File: src/rtl/ex_shift_pipe_if.sv
// Issue/writeback handshake bundle for ex_shift_pipe.
// The slave modport is the shifter side; the master modport is the issue/writeback side.
interface ex_shift_pipe_if #(
    parameter int unsigned XLEN  = 32,
    parameter int unsigned TAG_W = 5
);
    localparam int unsigned SHW = $clog2(XLEN);

    logic              iValid;
    logic              oReady;
    logic [1:0]        iOp;
    logic [XLEN-1:0]   iSrc;
    logic [SHW-1:0]    iShamt;
    logic [TAG_W-1:0]  iTag;
    logic              iFlush;
    logic              oValid;
    logic              iReady;
    logic [XLEN-1:0]   oResult;
    logic [TAG_W-1:0]  oTag;

    modport slave (
        input  iValid, iOp, iSrc, iShamt, iTag, iFlush, iReady,
        output oReady, oValid, oResult, oTag
    );

    modport master (
        output iValid, iOp, iSrc, iShamt, iTag, iFlush, iReady,
        input  oReady, oValid, oResult, oTag
    );
endinterface

File: src/rtl/ex_shift_pipe.sv
// Pipelined SLL/SRL/SRA shifter with valid/ready handshake, tag and flush.
// Define SHIFT_ROTATE_EN to make op 2'b11 a rotate right; otherwise op 2'b11 yields 0.
module ex_shift_pipe #(
    parameter int unsigned XLEN   = 32,
    parameter int unsigned STAGES = 2,
    parameter int unsigned TAG_W  = 5
) (
    input  logic               clk,
    input  logic               rst,
    ex_shift_pipe_if.slave     bus
);
    localparam int unsigned L   = $clog2(XLEN);
    localparam int          LI  = int'(L);
    localparam int          STG = int'(STAGES);
    localparam logic [XLEN-1:0] ONES = '1;

    localparam logic [1:0] OP_SLL = 2'b00;
    localparam logic [1:0] OP_SRL = 2'b01;
    localparam logic [1:0] OP_SRA = 2'b10;

    typedef struct packed {
        logic              valid;
        logic [1:0]        op;
        logic              fill;
        logic [L-1:0]      shamt;
        logic [TAG_W-1:0]  tag;
        logic [XLEN-1:0]   data;
    } stage_t;

    stage_t r_pipe [STAGES];
    stage_t w_next [STAGES];
    stage_t w_head;
    logic   w_adv;

    // Apply only the shamt bits owned by stage stg: bit b lives in stage floor(b*STAGES/L).
    function automatic logic [XLEN-1:0] f_shift(
        input logic [XLEN-1:0] d,
        input logic [1:0]      op,
        input logic            fill,
        input logic [L-1:0]    sh,
        input int              stg
    );
        logic [XLEN-1:0] res;
        int unsigned     k;
        res = d;
        for (int b = 0; b < LI; b++) begin
            k = 32'd1 << b;
            if (sh[b] && (((b * STG) / LI) == stg)) begin
                case (op)
                    OP_SLL:  res = res << k;
                    OP_SRL:  res = res >> k;
                    OP_SRA:  res = (res >> k) | (fill ? ~(ONES >> k) : '0);
`ifdef SHIFT_ROTATE_EN
                    default: res = (res >> k) | (res << (XLEN - k));
`else
                    default: res = res;
`endif
                endcase
            end
        end
        return res;
    endfunction

    assign w_adv = !r_pipe[STAGES-1].valid | bus.iReady;

    // Entry bundle: SRA fill bit is captured here and travels with the op.
    always_comb begin
        w_head       = '0;
        w_head.valid = bus.iValid;
        w_head.op    = bus.iOp;
        w_head.fill  = bus.iSrc[XLEN-1];
        w_head.shamt = bus.iShamt;
        w_head.tag   = bus.iTag;
`ifdef SHIFT_ROTATE_EN
        w_head.data  = bus.iSrc;
`else
        w_head.data  = (bus.iOp == 2'b11) ? '0 : bus.iSrc;
`endif
    end

    always_comb begin
        for (int g = 0; g < STG; g++) begin
            w_next[g] = '0;
        end
        w_next[0]      = w_head;
        w_next[0].data = f_shift(w_head.data, w_head.op, w_head.fill, w_head.shamt, 0);
        for (int g = 1; g < STG; g++) begin
            w_next[g]      = r_pipe[g-1];
            w_next[g].data = f_shift(r_pipe[g-1].data, r_pipe[g-1].op, r_pipe[g-1].fill,
                                     r_pipe[g-1].shamt, g);
        end
    end

    // Global advance/stall; flush clears every valid bit regardless of stall or accept.
    always_ff @(posedge clk) begin
        if (rst) begin
            for (int g = 0; g < STG; g++) begin
                r_pipe[g] <= '0;
            end
        end else if (bus.iFlush) begin
            for (int g = 0; g < STG; g++) begin
                r_pipe[g].valid <= 1'b0;
            end
        end else if (w_adv) begin
            for (int g = 0; g < STG; g++) begin
                r_pipe[g] <= w_next[g];
            end
        end
    end

    assign bus.oReady  = w_adv & !bus.iFlush;
    assign bus.oValid  = r_pipe[STAGES-1].valid;
    assign bus.oResult = r_pipe[STAGES-1].data;
    assign bus.oTag    = r_pipe[STAGES-1].tag;

endmodule
File: src/flat_wrapper.sv
// flat-port wrapper written by rule: the top's interface ports become plain ports
module ex_shift_pipe_flat 
#(
    parameter int unsigned XLEN   = 32,
    parameter int unsigned STAGES = 2,
    parameter int unsigned TAG_W  = 5
)
  (clk, rst, bus_iValid, bus_iOp, bus_iSrc, bus_iShamt, bus_iTag, bus_iFlush, bus_iReady, bus_oReady, bus_oValid, bus_oResult, bus_oTag);
  ex_shift_pipe_if #(.XLEN(XLEN), .TAG_W(TAG_W)) bus_i ();
  input  logic clk;
  input  logic rst;
  input wire logic [$bits(bus_i.iValid)-1:0] bus_iValid;
  input wire logic [$bits(bus_i.iOp)-1:0] bus_iOp;
  input wire logic [$bits(bus_i.iSrc)-1:0] bus_iSrc;
  input wire logic [$bits(bus_i.iShamt)-1:0] bus_iShamt;
  input wire logic [$bits(bus_i.iTag)-1:0] bus_iTag;
  input wire logic [$bits(bus_i.iFlush)-1:0] bus_iFlush;
  input wire logic [$bits(bus_i.iReady)-1:0] bus_iReady;
  output wire logic [$bits(bus_i.oReady)-1:0] bus_oReady;
  output wire logic [$bits(bus_i.oValid)-1:0] bus_oValid;
  output wire logic [$bits(bus_i.oResult)-1:0] bus_oResult;
  output wire logic [$bits(bus_i.oTag)-1:0] bus_oTag;
  assign bus_i.iValid = bus_iValid;
  assign bus_i.iOp = bus_iOp;
  assign bus_i.iSrc = bus_iSrc;
  assign bus_i.iShamt = bus_iShamt;
  assign bus_i.iTag = bus_iTag;
  assign bus_i.iFlush = bus_iFlush;
  assign bus_i.iReady = bus_iReady;
  assign bus_oReady = bus_i.oReady;
  assign bus_oValid = bus_i.oValid;
  assign bus_oResult = bus_i.oResult;
  assign bus_oTag = bus_i.oTag;
  ex_shift_pipe #(.XLEN(XLEN), .STAGES(STAGES), .TAG_W(TAG_W)) u_core (.clk(clk), .rst(rst), .bus(bus_i));
endmodule
File: config.mk
export PLATFORM = sky130hd
export DESIGN_NAME = ex_shift_pipe_flat
export DESIGN_NICKNAME = d
export VERILOG_FILES = /design/src/rtl/ex_shift_pipe_if.sv /design/src/rtl/ex_shift_pipe.sv /design/src/flat_wrapper.sv
export SDC_FILE = /design/constraint.sdc
export NUM_CORES = 1
export LEC_CHECK = 0
export BUFFER_PORTS_ARGS = -buffer_cell sky130_fd_sc_hd__buf_2
export CORE_MARGIN = 4
export CORE_UTILIZATION = 31
export CTS_BUF_LIST = sky130_fd_sc_hd__clkbuf_4 sky130_fd_sc_hd__clkbuf_8 sky130_fd_sc_hd__clkbuf_16
export CTS_CLUSTER_SIZE = 25
export DETAILED_ROUTE_END_ITERATION = 8
export PLACE_DENSITY_LB_ADDON = 0.2
export SETUP_SLACK_MARGIN = 0.02
export SLEW_MARGIN = 20
export SYNTH_ARGS = -nofsm -noshare
export SYNTH_HDL_FRONTEND = slang
export SYNTH_SLANG_ARGS = --single-unit
File: constraint.sdc
create_clock -name clk -period 6.95 [get_ports clk]
set_input_delay 0.3475 -clock clk [delete_from_list [all_inputs] [get_ports clk]]
set_output_delay 0.3475 -clock clk [all_outputs]
set_load 0.01 [all_outputs]
# == After elaboration in Yosys (flattened, before gate mapping) ==
# Memories as Yosys holds them, arrays and structs flattened.
# Index checks and enable logic that the tools add are counted.
# op_classes
eq_ne,5
muxes,31
bitwise,13
reduce_logical,4
# op_table
op,n
$pmux W32 S3,5
$mux W32,11
$mux W45,2
$or A16 B32 Y32,1
$or A24 B32 Y32,1
$or A28 B32 Y32,1
$or A30 B32 Y32,1
$or A31 B32 Y32,1
$mux W1,13
$or A1 B1 Y1,7
$eq A2 B2 Y1 const B,3
$eq A2 B1 Y1 const B,2
$logic_not A2 Y1,2
$logic_not A1 Y1,2
$and A1 B1 Y1,1
# totals
reg_bits,0
mem_bits_rw,92
inputBits,49
out_inout_bits,39
elab_cells,54
mem_count,1
# mem_list
memory,depth,word_bits,rd,rd_ports_with_merged_regs,wr,line_no,text
u_core.r_pipe,2,46,2,0,2,ex_shift_pipe.sv:30,stage_t r_pipe [STAGES];

# == Depth between registers and ports, before layout ==
# depth
word_depth,12
depth_mapped,9
depth_no_buf,5

# == Least setup slack after synthesis ==
# Ideal clock, no wire load.
# synth_timing
kind,register -> register
from,memory u_core.r_pipe[0][91] (netlist bit)
to,"memory u_core.r_pipe[0][0] (netlist bit), enable pin"
setup_time_ns,0.403
t_arrival_ns,2.199
t_required_ns,6.547
slack_ns,4.348
path_stages_with_launch,5
n_path_buf,2
synth_period_minus_slack_ns,2.602
path_cell_list,edfxtp_1 > a21oi_1 > clkbuf_1 > clkbuf_1 > or2_2
# synth_lines
item,line_no
start: declaration,ex_shift_pipe.sv:30

==> metrics.md <==
| Metric | Value |
|---|---|
| Area fraction in and, or, nand and nor cells after synthesis | `0.193` |
| Total standard cell area after synthesis | `8010 um^2` |
| XOR/XNOR share of the synthesized area | `0.00219` |
| Endpoint class of the critical path | `flip-flop` |
| Yosys Warn Count | `0` |
| Internal power summed over all cells | `993 uW` |
| Via count of the first global-routing pass | `6977` |
| R2R Setup Slk | `4.35 ns` |
| Global-route wire length before repair | `41100 um` |
| Setup slack at placement | `3.85 ns` |
| Top FF cell, synth | `sky130_fd_sc_hd__edfxtp_1` |
| Starting density of the core | `0.316` |
| Number of distinct library cells after synthesis | `81` |
| Sequential power share | `0.408` |
| Average via count per standard cell | `5.96` |
| Worst hold path depth | `2` |
| DP HPWL | `17700 um` |
| Number of endpoints failing setup at the final stage | `0` |
| Die Footprint | `28500 um^2` |
| Final slew viol count | `0` |
| First-pass iteration count of the detailed router | `7` |
| Count of flip-flops with a built-in enable after synthesis | `81` |
| Sequential area share after synthesis | `0.304` |
| Clock net sink count | `81` |
| Maximum level of the CTS H-tree | `3` |
| Detailed router's first-iteration violation count | `657` |
| Post-route clock period utilization | `0.413` |
| Largest register by flop count | `u_core.r_pipe` |
| Layout Area Growth over Synthesis | `5.39%` |
| Hold-fix buffers, CTS | `0` |
| Top Ports | `88` |
| Placed cell count | `1245` |
| Leading cell type in the layout, fill and taps excluded | `sky130_fd_sc_hd__buf_2` |
| Min-Delay Endpoint | `u_core.r_pipe[0][45]` |
| Measured slew at the worst slew-check pin | `1.09 ns` |
| Post-Route Setup TNS | `0 ns` |
| Count of unresolved DRC violations after routing | `0` |
| Required time at the worst-slack endpoint | `7.09 ns` |
| Start point of the worst min-delay path | `bus_iValid` |
| Routability congestion estimate | `0.868` |
| Number of diodes added for antenna fixing | `0` |
| Die boundary height | `169 um` |
| Final critical-path required period | `2.87 ns` |
| Per-cell routed wire length | `20.9 um` |
| Number of maximum-capacitance constraint violations | `0` |
| Arrival time reported for the critical path endpoint | `3.01 ns` |
| Reg2reg start | `u_core.r_pipe[0][41]` |
| Pin count of the biggest net entering global routing | `102` |
| Clock insertion delay at the later pin of the skew report | `0.34 ns` |
| Port-buffer cells | `87` |
| Final Util | `0.333` |
| Clock-pin slew reported for the worst setup and hold paths after clock tree synthesis | `0.07 ns` |
| Type of the tightest min-delay check | `in -> reg` |
| Total Routing Usage GR | `0.178` |
| Compound-gate portion of the synthesized area | `0.316` |
| Placeable core region | `25300 um^2` |
| Quantity of gates resized following cts | `0` |
| Share of flip-flops with an asynchronous set or reset after synthesis | `0` |
| Status | `finished, final reports clean` |
| Unrepaired setup endpoints after global routing | `no` |
| Relative contribution of the clock network to total power | `0.294` |
| Number of post-CTS setup repair buffers | `0` |
| Commonest cells after routing, fill and taps aside | `86 x sky130_fd_sc_hd__buf_2, 81 x sky130_fd_sc_hd__a21oi_1, 81 x sky130_fd_sc_hd__edfxtp_1, 76 x sky130_fd_sc_hd__o21ai_0, 56 x sky130_fd_sc_hd__nand2_1` |
| Switching power share of the total | `0.345` |
| Number of antenna violations at the first check in global routing | `0` |
| Layout net count | `975` |
| Mapped Avg Cell Area | `8.44 um^2` |
| Fmax | `349 MHz` |
| Number of flip-flops under the largest register name | `81` |
| Switching power total | `522 uW` |
| Root Buffer Master | `sky130_fd_sc_hd__clkbuf_16` |
| Peak supply drop | `0.0955 mV` |
| Start-to-end type of the worst setup path | `in -> reg` |
| Post-Synthesis Cells | `949` |
| Slack of the critical path | `4.08 ns` |
| Synthesized netlist net count | `998` |
| Via count of the routed design | `7520` |
| Multiplexer area fraction after synthesis | `0.0762` |
| Combinational family with the most area after synthesis | `compound AO/OA/AOI/OAI gates` |
| Width of the chip | `169 um` |
| Rel. slew slack | `0.271` |
| Inserted Clock Buffers | `9` |
| Number of storage elements in the synthesis netlist | `81` |
| Combinational Power Share | `0.298` |
| Largest driver fanout on the critical path | `59` |
| Non-filler cells, final | `1261` |
| Count of standard-cell rows | `58` |
| Largest registers | `u_core.r_pipe x81` |
| Share of layout cells above drive strength 1 | `0.186` |
| Final hold viol count | `0` |
| Clock buffer depth | `2` |
| Routed wire length | `26300 um` |
| Worst setup skew after layout | `0.00896 ns` |
| Share of synthesized cell area in full adder, half adder and majority cells | `0` |
| P_leak | `0.00306 uW` |
| Residual antenna-violating net count after detailed routing | `0` |
| CTS tree | `done` |
| Overall overflow remaining after global route | `0` |
| Critical R2R Capture | `u_core.r_pipe[0][60]` |
| Logic depth of the worst register-to-register path | `4` |
| Launching element type of the critical path | `input pin` |
| Power per cell area | `179 nW/um^2` |
## worst max-delay path by stage
stage                         startpoint              endpoint  slack (ns)  cells past startpoint
floorplan           u_core.r_pipe[0][91]   u_core.r_pipe[0][0]        4.35                      4
global placement              bus_iOp[0]  u_core.r_pipe[0][12]        3.84                      7
detailed placement            bus_iOp[0]  u_core.r_pipe[0][12]        3.85                      7
CTS                           bus_iOp[0]  u_core.r_pipe[0][12]        4.19                      7
global route                  bus_iOp[0]  u_core.r_pipe[0][12]        3.93                      7
finish                     bus_iShamt[1]  u_core.r_pipe[0][16]        4.08                      8
## worst max-delay path, cell delays in order
cell                        delay (ns)
sky130_fd_sc_hd__buf_2            0.07
sky130_fd_sc_hd__buf_4            0.53
sky130_fd_sc_hd__clkinv_1         0.45
sky130_fd_sc_hd__buf_4            0.36
sky130_fd_sc_hd__a21oi_1          0.29
sky130_fd_sc_hd__a32o_1           0.33
sky130_fd_sc_hd__o21ai_0          0.16
sky130_fd_sc_hd__a2111oi_2        0.41
## layer usage
metal  vias to the layer above  wire [um]  global-route usage  part of all wire
li1                       3573          -                   -                 -
met1                      3592      12500               0.268              0.47
met2                       308      11400               0.259              0.43
met3                        47       1730              0.0259             0.066
met4                         0        735              0.0618             0.028
met5                         -          0                   0                 0
## logic make-up after synthesis
family	after synthesis
AOI/OAI and AO/OA	371
and+or+nand+nor	291
buffers and inverters	152
DFF	81
muxes	52
xor gates and xnor gates	2
## synthesized netlist by cell type (25+ instances only)
cell	n	area [um^2]
sky130_fd_sc_hd__a21oi_1	81	405
sky130_fd_sc_hd__edfxtp_1	81	2430
sky130_fd_sc_hd__o21ai_0	76	380
sky130_fd_sc_hd__nand2_1	56	210
sky130_fd_sc_hd__buf_4	47	353
sky130_fd_sc_hd__nor2_1	45	169
sky130_fd_sc_hd__nor2b_1	38	238
sky130_fd_sc_hd__clkbuf_1	37	139
sky130_fd_sc_hd__buf_2	34	170
sky130_fd_sc_hd__nand2b_1	29	181
sky130_fd_sc_hd__nor3_1	28	140
sky130_fd_sc_hd__o22ai_1	27	169
sky130_fd_sc_hd__mux2i_1	25	250
## per-stage QoR
stage	total power, uW	area (um^2)	hold slack [ns]
2_1_floorplan	957	8010	0.528
3_3_place_gp	1070	8160	0.534
3_5_place_dp	1070	8160	0.537
4_1_cts	1520	8440	0.301
5_1_grt	1590	8440	0.311
6_report	1520	8440	0.308
## power by group through the flow
stage | clock network, uW | registers (uW) | logic, uW
final | 445 | 618 | 452
after global routing | 477 | 622 | 492
after CTS | 454 | 618 | 446
after detailed placement | 0 | 628 | 445
after global placement | 0 | 628 | 446
after floorplan | 0 | 611 | 346
## final cells by class
cell class	count	area (um^2)
Multi-Input combinational cell	716	4710
Clock inverter	7	53.8
Clock buffer	9	225
Sequential cell	81	2430
Inverter	17	63.8
Fill cell	2674	16900
Timing Repair Buffer	101	543
Tap cell	330	413
(Power assumes the default switching activity.)
